==> src/rtl/out_port_fifo.sv <==
// Per-destination packet buffer: circular byte store with header-based packet
// framing, first-word-fall-through read port and a stalled-consumer flush.
module out_port_fifo #(
    parameter int data_size       = 8,
    parameter int pkt_length_bits = 5,
    parameter int fifo_depth      = 16,
    parameter int addr_bits       = 4,
    parameter int timeout_cycles  = 30
) (
    input  logic                 i_clk,
    input  logic                 i_rstn,
    input  logic                 i_wr_en,
    input  logic [data_size-1:0] i_data_in,
    input  logic                 i_rd_en,
    input  logic                 i_clr_errors,
    output logic [data_size-1:0] o_data_out,
    output logic                 o_valid,
    output logic                 o_full,
    output logic                 o_almost_full,
    output logic                 o_pkt_avail,
    output logic [addr_bits:0]   o_count,
    output logic                 o_overflow_err,
    output logic                 o_underflow_err,
    output logic                 o_soft_rst
);

    localparam int stall_bits = $clog2(timeout_cycles + 1);
    localparam logic [addr_bits:0]       cnt_one   = 1;
    localparam logic [addr_bits:0]       cnt_depth = (addr_bits+1)'(fifo_depth);
    localparam logic [pkt_length_bits:0] rem_one   = 1;
    localparam logic [stall_bits-1:0]    stall_one = 1;
    localparam logic [stall_bits-1:0]    stall_hit = stall_bits'(timeout_cycles - 1);

    logic [data_size-1:0]    mem [fifo_depth];
    logic [addr_bits-1:0]    wr_ptr;
    logic [addr_bits-1:0]    rd_ptr;
    logic [addr_bits:0]      count;
    logic [addr_bits:0]      pkt_cnt;
    logic [pkt_length_bits:0] wr_rem;
    logic [pkt_length_bits:0] rd_rem;
    logic [stall_bits-1:0]   stall_cnt;
    logic                    clr_q;
    logic                    overflow_err;
    logic                    underflow_err;
    logic                    soft_rst;

    logic                    full;
    logic                    valid;
    logic                    flush;
    logic                    wr_ok;
    logic                    rd_ok;
    logic                    clr_rise;
    logic                    wr_done;
    logic                    rd_done;
    logic [data_size-1:0]    rd_byte;
    logic [pkt_length_bits:0] wr_hdr_len;
    logic [pkt_length_bits:0] rd_hdr_len;

    assign full       = (count == cnt_depth);
    assign valid      = (count != '0);
    assign rd_byte    = mem[rd_ptr];
    assign flush      = valid && !i_rd_en && (stall_cnt == stall_hit);
    assign wr_ok      = i_wr_en && !full && !flush;
    assign rd_ok      = i_rd_en && valid;
    assign clr_rise   = i_clr_errors && !clr_q;
    assign wr_hdr_len = {1'b0, i_data_in[data_size-1 -: pkt_length_bits]};
    assign rd_hdr_len = {1'b0, rd_byte[data_size-1 -: pkt_length_bits]};

    // Framing advances on every write strobe, even dropped ones, so the write
    // side stays aligned with the upstream byte stream.
    assign wr_done = i_wr_en && ((wr_rem == '0) ? (wr_hdr_len == '0) : (wr_rem == rem_one));
    assign rd_done = rd_ok   && ((rd_rem == '0) ? (rd_hdr_len == '0) : (rd_rem == rem_one));

    always_ff @(posedge i_clk) begin
        if (wr_ok) begin
            mem[wr_ptr] <= i_data_in;
        end
    end

    always_ff @(posedge i_clk or negedge i_rstn) begin
        if (!i_rstn) begin
            wr_ptr        <= '0;
            rd_ptr        <= '0;
            count         <= '0;
            pkt_cnt       <= '0;
            wr_rem        <= '0;
            rd_rem        <= '0;
            stall_cnt     <= '0;
            clr_q         <= 1'b0;
            overflow_err  <= 1'b0;
            underflow_err <= 1'b0;
            soft_rst      <= 1'b0;
        end else begin
            clr_q    <= i_clr_errors;
            soft_rst <= flush;

            if (i_wr_en && full) begin
                overflow_err <= 1'b1;
            end else if (clr_rise) begin
                overflow_err <= 1'b0;
            end

            if (i_rd_en && !valid) begin
                underflow_err <= 1'b1;
            end else if (clr_rise) begin
                underflow_err <= 1'b0;
            end

            if (flush) begin
                wr_ptr    <= '0;
                rd_ptr    <= '0;
                count     <= '0;
                pkt_cnt   <= '0;
                wr_rem    <= '0;
                rd_rem    <= '0;
                stall_cnt <= '0;
            end else begin
                if (wr_ok) begin
                    wr_ptr <= wr_ptr + 1'b1;
                end
                if (rd_ok) begin
                    rd_ptr <= rd_ptr + 1'b1;
                end

                case ({wr_ok, rd_ok})
                    2'b10:   count <= count + cnt_one;
                    2'b01:   count <= count - cnt_one;
                    default: count <= count;
                endcase

                if (i_wr_en) begin
                    wr_rem <= (wr_rem == '0) ? wr_hdr_len : wr_rem - rem_one;
                end
                if (rd_ok) begin
                    rd_rem <= (rd_rem == '0) ? rd_hdr_len : rd_rem - rem_one;
                end

                if (wr_done && !rd_done && pkt_cnt != cnt_depth) begin
                    pkt_cnt <= pkt_cnt + cnt_one;
                end else if (rd_done && !wr_done && pkt_cnt != '0) begin
                    pkt_cnt <= pkt_cnt - cnt_one;
                end

                if (!valid || rd_ok) begin
                    stall_cnt <= '0;
                end else begin
                    stall_cnt <= stall_cnt + stall_one;
                end
            end
        end
    end

    assign o_data_out      = valid ? rd_byte : '0;
    assign o_valid         = valid;
    assign o_full          = full;
    assign o_almost_full   = (count >= (addr_bits+1)'(fifo_depth - 2));
    assign o_pkt_avail     = (pkt_cnt != '0);
    assign o_count         = count;
    assign o_overflow_err  = overflow_err;
    assign o_underflow_err = underflow_err;
    assign o_soft_rst      = soft_rst;

endmodule

==> config.mk <==
export PLATFORM = sky130hd
export DESIGN_NAME = out_port_fifo
export DESIGN_NICKNAME = d
export VERILOG_FILES = /design/src/rtl/out_port_fifo.sv
export SDC_FILE = /design/constraint.sdc
export NUM_CORES = 1
export LEC_CHECK = 0
export ABC_AREA = 1
export CORE_MARGIN = 5
export CORE_UTILIZATION = 25
export CTS_CLUSTER_SIZE = 25
export DETAILED_ROUTE_END_ITERATION = 6
export GPL_TIMING_DRIVEN = 0
export SLEW_MARGIN = 40
export SYNTH_ARGS = -nofsm -noshare
export SYNTH_HDL_FRONTEND = slang
export SYNTH_SLANG_ARGS = --single-unit
==> constraint.sdc <==
create_clock -name i_clk -period 3.5 [get_ports i_clk]
set_clock_uncertainty 0.15 [all_clocks]
set_input_delay 0.35 -clock i_clk [delete_from_list [all_inputs] [get_ports i_clk]]
set_output_delay 0.35 -clock i_clk [all_outputs]
set_load 0.005 [all_outputs]
==> results_dict.tcl, run 1 <==
set metrics [dict create \
    status "finished clean" \
    yosys_warnings 0 \
    antennaDiodeCount 0 \
    clk_pin_slew_ps 70 \
    min_period_ps 3290 \
    synthArstFlopShare_pct 23.4 \
    cts_tree "built" \
    r2r_slack_ps 300 \
    worstMarginPinSlew_ps 846 \
    die_h_um 185 \
    peakVddDrop_v 0.000443 \
    grt_overflow 0 \
    p_int_mw 4.66 \
    nFillCells 3103 \
    crit_path_max_incr_delay_ps 580 \
    slew_headroom_pct 43.4 \
    finalSetupTns_ps 0 \
    die_w_um 185 \
    seq_area_frac_synth_pct 63.0 \
    crit_path_start_kind "flop" \
    worstPathCellList "inv_1 -> buf_4 -> clkbuf_4 -> nand2_1 -> a21oi_1 -> nor3_1 -> a211oi_2 -> clkdlybuf4s50_1" \
    worst-setup-path-type "flop to primary output" \
    clock_path_buffers 2 \
    dieArea_mm2 0.0342 \
    io_buffers 32 \
    synth_area_leaders "edfxtp_1 (50%), dfrtp_1 (13%), nand2_1 (8.8%)" \
    grt_pass1_wl_um 28600 \
    firstDrtPassIters 5 \
    core_area_mm2 0.0304 \
    start_util_pct 25.2 \
    p_total_mw 7.67 \
    first_global_vias 5167 \
    holdPathStages 1 \
    gp_congestion 0.793 \
    fin_crit_sh_pct 94.1 \
    drc 0 \
    cp.required_ps 3000 \
    synth_common_cells "nand2_1 (180), edfxtp_1 (128), nor2_1 (85)" \
    finalMaxSlewViolations 0 \
    crit_arrival_ps 2790 \
    numCtsBuffers 17 \
    clockPowerShare_pct 24.3 \
    fin_util_pct 30.0 \
    critPathMaxFanout 19 \
    crit_path_end_kind "primary output" \
    drt_iter0_markers 400 \
    synth-edff-count 128 \
    comb_power_share_pct 40.8 \
    antenna_found_initial 0 \
    hp-class "primary input to flop" \
    io_pins 33 \
    ys_ff_latch 167 \
    synth_top_area_share_pct 50.2 \
    yosysUniqueCellTypes 40 \
    netlist_area_mm2 0.00766 \
    wl_um 18000 \
    synth_area_per_cell_um2 10.4 \
    maxCapViolCount 0 \
    leakage_nw 3.64 \
    setup_viol 0 \
    r2r_cells 17 \
    fmax_ghz 0.304 \
    power_density_mw_per_mm2 841 \
    power_switching_mw 3.00 \
    grt_max_degree 40 \
    crit_slowest_cell "clkdlybuf4s50_1" \
    rows 64 \
    swShare_pct 39.2 \
    yosysMostFrequentCell "nand2_1" \
    clkSinkCount 167 \
    hold_viol 0 \
    htreeDepth 4 \
    wire_per_inst_um 15.1 \
    ant_nets 0 \
    finalNetCount 821 \
    grt_use_total_pct 10.8 \
    synth_flop_cell "edfxtp_1" \
    area_delta_synth_final_pct 19.1 \
    via_per_inst 4.43 \
    ctsRootBufferMaster "clkbuf_16" \
    dpl.hpwl_um 12500 \
    vias 5291 \
    synth_cells 734 \
    rsz0062_at_grt "no" \
    power_frac_seq_pct 34.9 \
    insertion_delay_ps 430 \
    setup_ws_ps 207 \
    synth_area_leader_cell "edfxtp_1" \
    place_ws_ps -259 \
    drive_above_1_share_pct 11.3 \
    syn-num-nets 769 \
]
==> per-stage QoR <==
step	instance area, um2	hold WS, ps	cells
after floorplan	7660	-95.6	734
after global placement	8470	330	1162
after detailed placement	8480	224	1162
after CTS	9080	225	1193
after global routing	9120	219	1195
final	9120	231	1195
==> worst paths after layout <==
| path | endpoint | startpoint |
|---|---|---|
| max | o_data_out[0] | rd_ptr[0]$_DFFE_PN0P_ |
| min | mem[2][4]$_DFFE_PP_ | i_data_in[4] |
| max reg2reg | pkt_cnt[4]$_DFFE_PN0P_ | rd_ptr[2]$_DFFE_PN0P_ |
| min reg2reg | stall_cnt[0]$_DFF_PN0_ | stall_cnt[0]$_DFF_PN0_ |
| max in group asynchronous | rd_ptr[3]$_DFFE_PN0P_ | i_rstn |
| min in group asynchronous | rd_ptr[1]$_DFFE_PN0P_ | i_rstn |
==> layout by cell type (no fill, tap or decap), drive strengths merged, types with 2 or more instances in the layout <==
| cell type | n |
|---|---|
| mux2i | 7 |
| nor2 | 90 |
| nand3 | 46 |
| buf | 20 |
| nor3 | 6 |
| fa | 2 |
| o221ai | 5 |
| clkdlybuf4s50 | 30 |
| dfrtp | 39 |
| edfxtp | 128 |
| xnor2 | 5 |
| xor2 | 10 |
| clkbuf | 22 |
| o211ai | 2 |
| nand4 | 4 |
| a21oi | 24 |
| o22ai | 15 |
| a211oi | 3 |
| ha | 20 |
| o32ai | 2 |
| nand2 | 188 |
| o21ai | 38 |
| a22oi | 2 |
| clkinv | 4 |
| or2 | 2 |
| inv | 79 |
==> state kept, by name (all words and copies together), names as in the netlist, 4 cells and up <==
register   count
stall_cnt      5
rd_rem         6
o_count        5
pkt_cnt        5
wr_rem         6
wr_ptr         4
rd_ptr         4
mem          128
==> cell families (layout without fill, tap and decap cells) <==
kind of cell / Yosys count / in the layout / synth area share, %
buffers and inverters: 93 / 158 / 5.10
muxes: 7 / 7 / 0.915
DFF: 167 / 167 / 63.0
AOI/OAI and AO/OA: 93 / 93 / 7.17
xor gates and xnor gates: 15 / 15 / 1.72
adders and majority gates: 22 / 22 / 3.79
and+or+nand+nor: 337 / 337 / 18.4
==> power groups by stage <==
stage	Sequential [mW]	Combinational, mW	Clock [mW]
5_1_grt	2.71	3.52	1.99
6_report	2.67	3.13	1.86
4_1_cts	2.68	3.10	1.89
3_5_place_dp	2.71	3.08	0
3_3_place_gp	2.71	3.03	0
2_1_floorplan	2.66	1.99	0
==> critical path: cells and delay by family, from the launching register on <==
kind            cells  cell delay [ps]
compound gates      2              510
simple gates        2              180
buf+inv             4             1260
flops               1              420
==> routing by layer <==
metal | global-route usage [%] | share of wire, % | up-vias
met5 | 0 | 0 | -
met4 | 3.26 | 1.8 | 0
met3 | 2.87 | 5.3 | 24
met2 | 17.4 | 48 | 129
met1 | 14.3 | 45 | 2545
li1 | - | - | 2593
==> repair_timing <==
action                                 in CTS  in global routing
resized for setup                           3                  6
hold buffers                                1                  0
setup endpoints to repair                   3                  4
endpoints found under the hold margin      39                  0
pin swaps                                   1                  1
cloned                                      0                  0
setup buffers                               0                  2
==> area by class of cell <==
type	instances	area [um2]	share of cell area [%]
clock buffer	18	429	4.71
multi-input combinational	474	2490	27.3
buffer	20	126	1.39
tap	396	495	5.43
inverter	71	268	2.94
sequential	167	4820	52.8
timing repair buffer	35	338	3.70
clock inverter	14	155	1.70
Note: power is estimated with default switching activity, not from simulation.
==> run 2, diff against run 1 <==
--- a/config.mk
+++ b/config.mk
@@ -8,9 +8,10 @@
 export ABC_AREA = 1
 export CORE_MARGIN = 5
 export CORE_UTILIZATION = 25
-export CTS_CLUSTER_SIZE = 25
+export CTS_CLUSTER_SIZE = 20
 export DETAILED_ROUTE_END_ITERATION = 6
 export GPL_TIMING_DRIVEN = 0
+export RECOVER_POWER = 100
 export SLEW_MARGIN = 40
 export SYNTH_ARGS = -nofsm -noshare
 export SYNTH_HDL_FRONTEND = slang
==> run 2 against run 1 <==
Sequential share of layout area is 0.14 points higher; critical path depth stayed put; sequential power hardly changed; final area is 0.26% lower; the flow now finishes with violations (capacitance limit, slew limit); highest routed layer unchanged.
==> results_dict.tcl, run 2 (synthesis results as in run 1) <==
set metrics [dict create \
    swShare_pct 39.2 \
    power_frac_seq_pct 35.1 \
    power_switching_mw 2.98 \
    start_util_pct 25.2 \
    slew_headroom_pct -49.1 \
    regMostFlops "mem" \
    antennaDiodeCount 0 \
    p_int_mw 4.62 \
    clkSinkCount 167 \
    cts_tree "built" \
    drt_iter0_markers 390 \
    grt_use_total_pct 10.8 \
    firstDrtPassIters 5 \
    hp-class "flop to flop" \
    crit_path_start_kind "flop" \
    endpoint "o_data_out[0]" \
    cp-startpoint "rd_ptr[0]$_DFFE_PN0P_" \
    cp.required_ps 3000 \
    violations "capacitance limit, slew limit" \
    r2r_slack_ps 280 \
    peakVddDrop_v 0.000446 \
    ctsRootBufferMaster "clkbuf_16" \
    via_per_inst 4.42 \
    setup_viol 0 \
    rows 64 \
    dpl.hpwl_um 12500 \
    fin_crit_sh_pct 94.4 \
    first_global_vias 5167 \
    worstReg2RegStart "rd_ptr[0]$_DFFE_PN0P_" \
    wl_um 18000 \
    die_w_um 185 \
    p_total_mw 7.61 \
    min_period_ps 3300 \
    insertion_delay_ps 430 \
    antenna_found_initial 0 \
    io_pins 33 \
    worst-setup-path-type "flop to primary output" \
    rsz0062_at_grt "no" \
    clock_path_buffers 2 \
    finalNetCount 821 \
    ant_nets 0 \
    leakage_nw 3.65 \
    critPathMaxFanout 19 \
    clockPowerShare_pct 24.5 \
    final_common_cell "nand2_1" \
    worstMarginPinSlew_ps 2240 \
    numCtsBuffers 17 \
    fmax_ghz 0.303 \
    htreeDepth 4 \
    finalMaxSlewViolations 40 \
    drive_above_1_share_pct 10.0 \
    place_ws_ps -259 \
    clk_pin_slew_ps 70 \
    gp_congestion 0.793 \
    core_area_mm2 0.0304 \
    vias 5279 \
    r2r_cells 20 \
    largest_reg_flops 128 \
    wire_per_inst_um 15.0 \
    status "complete, but fails checks" \
    grt_max_degree 40 \
    hold_viol 0 \
    io_buffers 32 \
    grt_pass1_wl_um 28600 \
    most-common-layout-cells "nand2_1 (180), edfxtp_1 (128), nor2_1 (79), inv_1 (67), nand3_1 (44)" \
    dieArea_mm2 0.0342 \
    grt_overflow 0 \
    die_h_um 185 \
    comb_power_share_pct 40.4 \
    maxCapViolCount 1 \
    area_delta_synth_final_pct 18.8 \
    r2r_end "pkt_cnt[4]$_DFFE_PN0P_" \
    power_density_mw_per_mm2 836 \
    crit_arrival_ps 2800 \
    drc 0 \
    crit_path_end_kind "primary output" \
    setup_ws_ps 197 \
    largestRegisters "mem: 128 flops, rd_rem: 6 flops, wr_rem: 6 flops" \
]
run 2: layout make-up:
class	instances	area [um2]
Buffer	20	125
Clock buffer	18	429
Clock inverter	14	155
Fill cell	3108	21300
Inverter	71	268
Multi-Input combinational cell	474	2470
Sequential cell	167	4820
Tap cell	396	495
Timing Repair Buffer	35	333
run 2: worst min path at each step:
stage,to,depth (start not counted),slack (ps),from
2_1_floorplan,clr_q$_DFF_PN0_,0,-100,i_rstn
3_3_place_gp,stall_cnt[0]$_DFF_PN0_,1,330,stall_cnt[0]$_DFF_PN0_
3_5_place_dp,rd_rem[1]$_DFFE_PN0P_,1,220,i_rstn
4_1_cts,clr_q$_DFF_PN0_,1,230,i_clr_errors
5_1_grt,clr_q$_DFF_PN0_,1,330,i_clr_errors
6_report,stall_cnt[0]$_DFF_PN0_,1,350,stall_cnt[0]$_DFF_PN0_
run 2: what timing repair did:
action | in CTS | in global routing
cloned | 0 | 0
setup endpoints to repair | 3 | 4
pin swaps | 1 | 1
hold buffers | 1 | 0
buffers inserted | 0 | 2
resized for setup | 3 | 6
hold endpoints to repair | 39 | 0
run 2: stage by stage:
step           cells  TNS (ps)  cell area, um2  hold WS [ps]  util [%]
2_1_floorplan    734         0            7660         -95.6         -
3_3_place_gp    1162      -143            8470           330      27.8
3_5_place_dp    1162      -295            8480           224      27.9
4_1_cts         1193         0            9080           225      29.8
5_1_grt         1195         0            9100           334      29.9
6_report        1195         0            9100           346      29.9
run 2: metal layers:
metal | up-vias | routed length, um | share of wire [%] | track usage, %
li1 | 2594 | - | - | -
met1 | 2545 | 8100 | 45 | 14.3
met2 | 116 | 8620 | 48 | 17.4
met3 | 24 | 926 | 5.2 | 2.87
met4 | 0 | 329 | 1.8 | 3.26
met5 | - | 0 | 0 | 0
run 2: power groups by stage:
stage	logic (mW)	clock network (mW)	registers (mW)
2_1_floorplan	1.99	0	2.66
3_3_place_gp	3.03	0	2.71
3_5_place_dp	3.08	0	2.71
4_1_cts	3.10	1.89	2.68
5_1_grt	3.47	1.99	2.71
6_report	3.07	1.86	2.67
run 2: worst max-delay path: stages, from the launching register on:
cell	delay, ps
dfrtp_1	420
inv_1	180
buf_4	220
clkbuf_4	290
nand2_1	80
a21oi_1	190
nor3_1	100
a211oi_2	310
clkdlybuf4s50_1	570
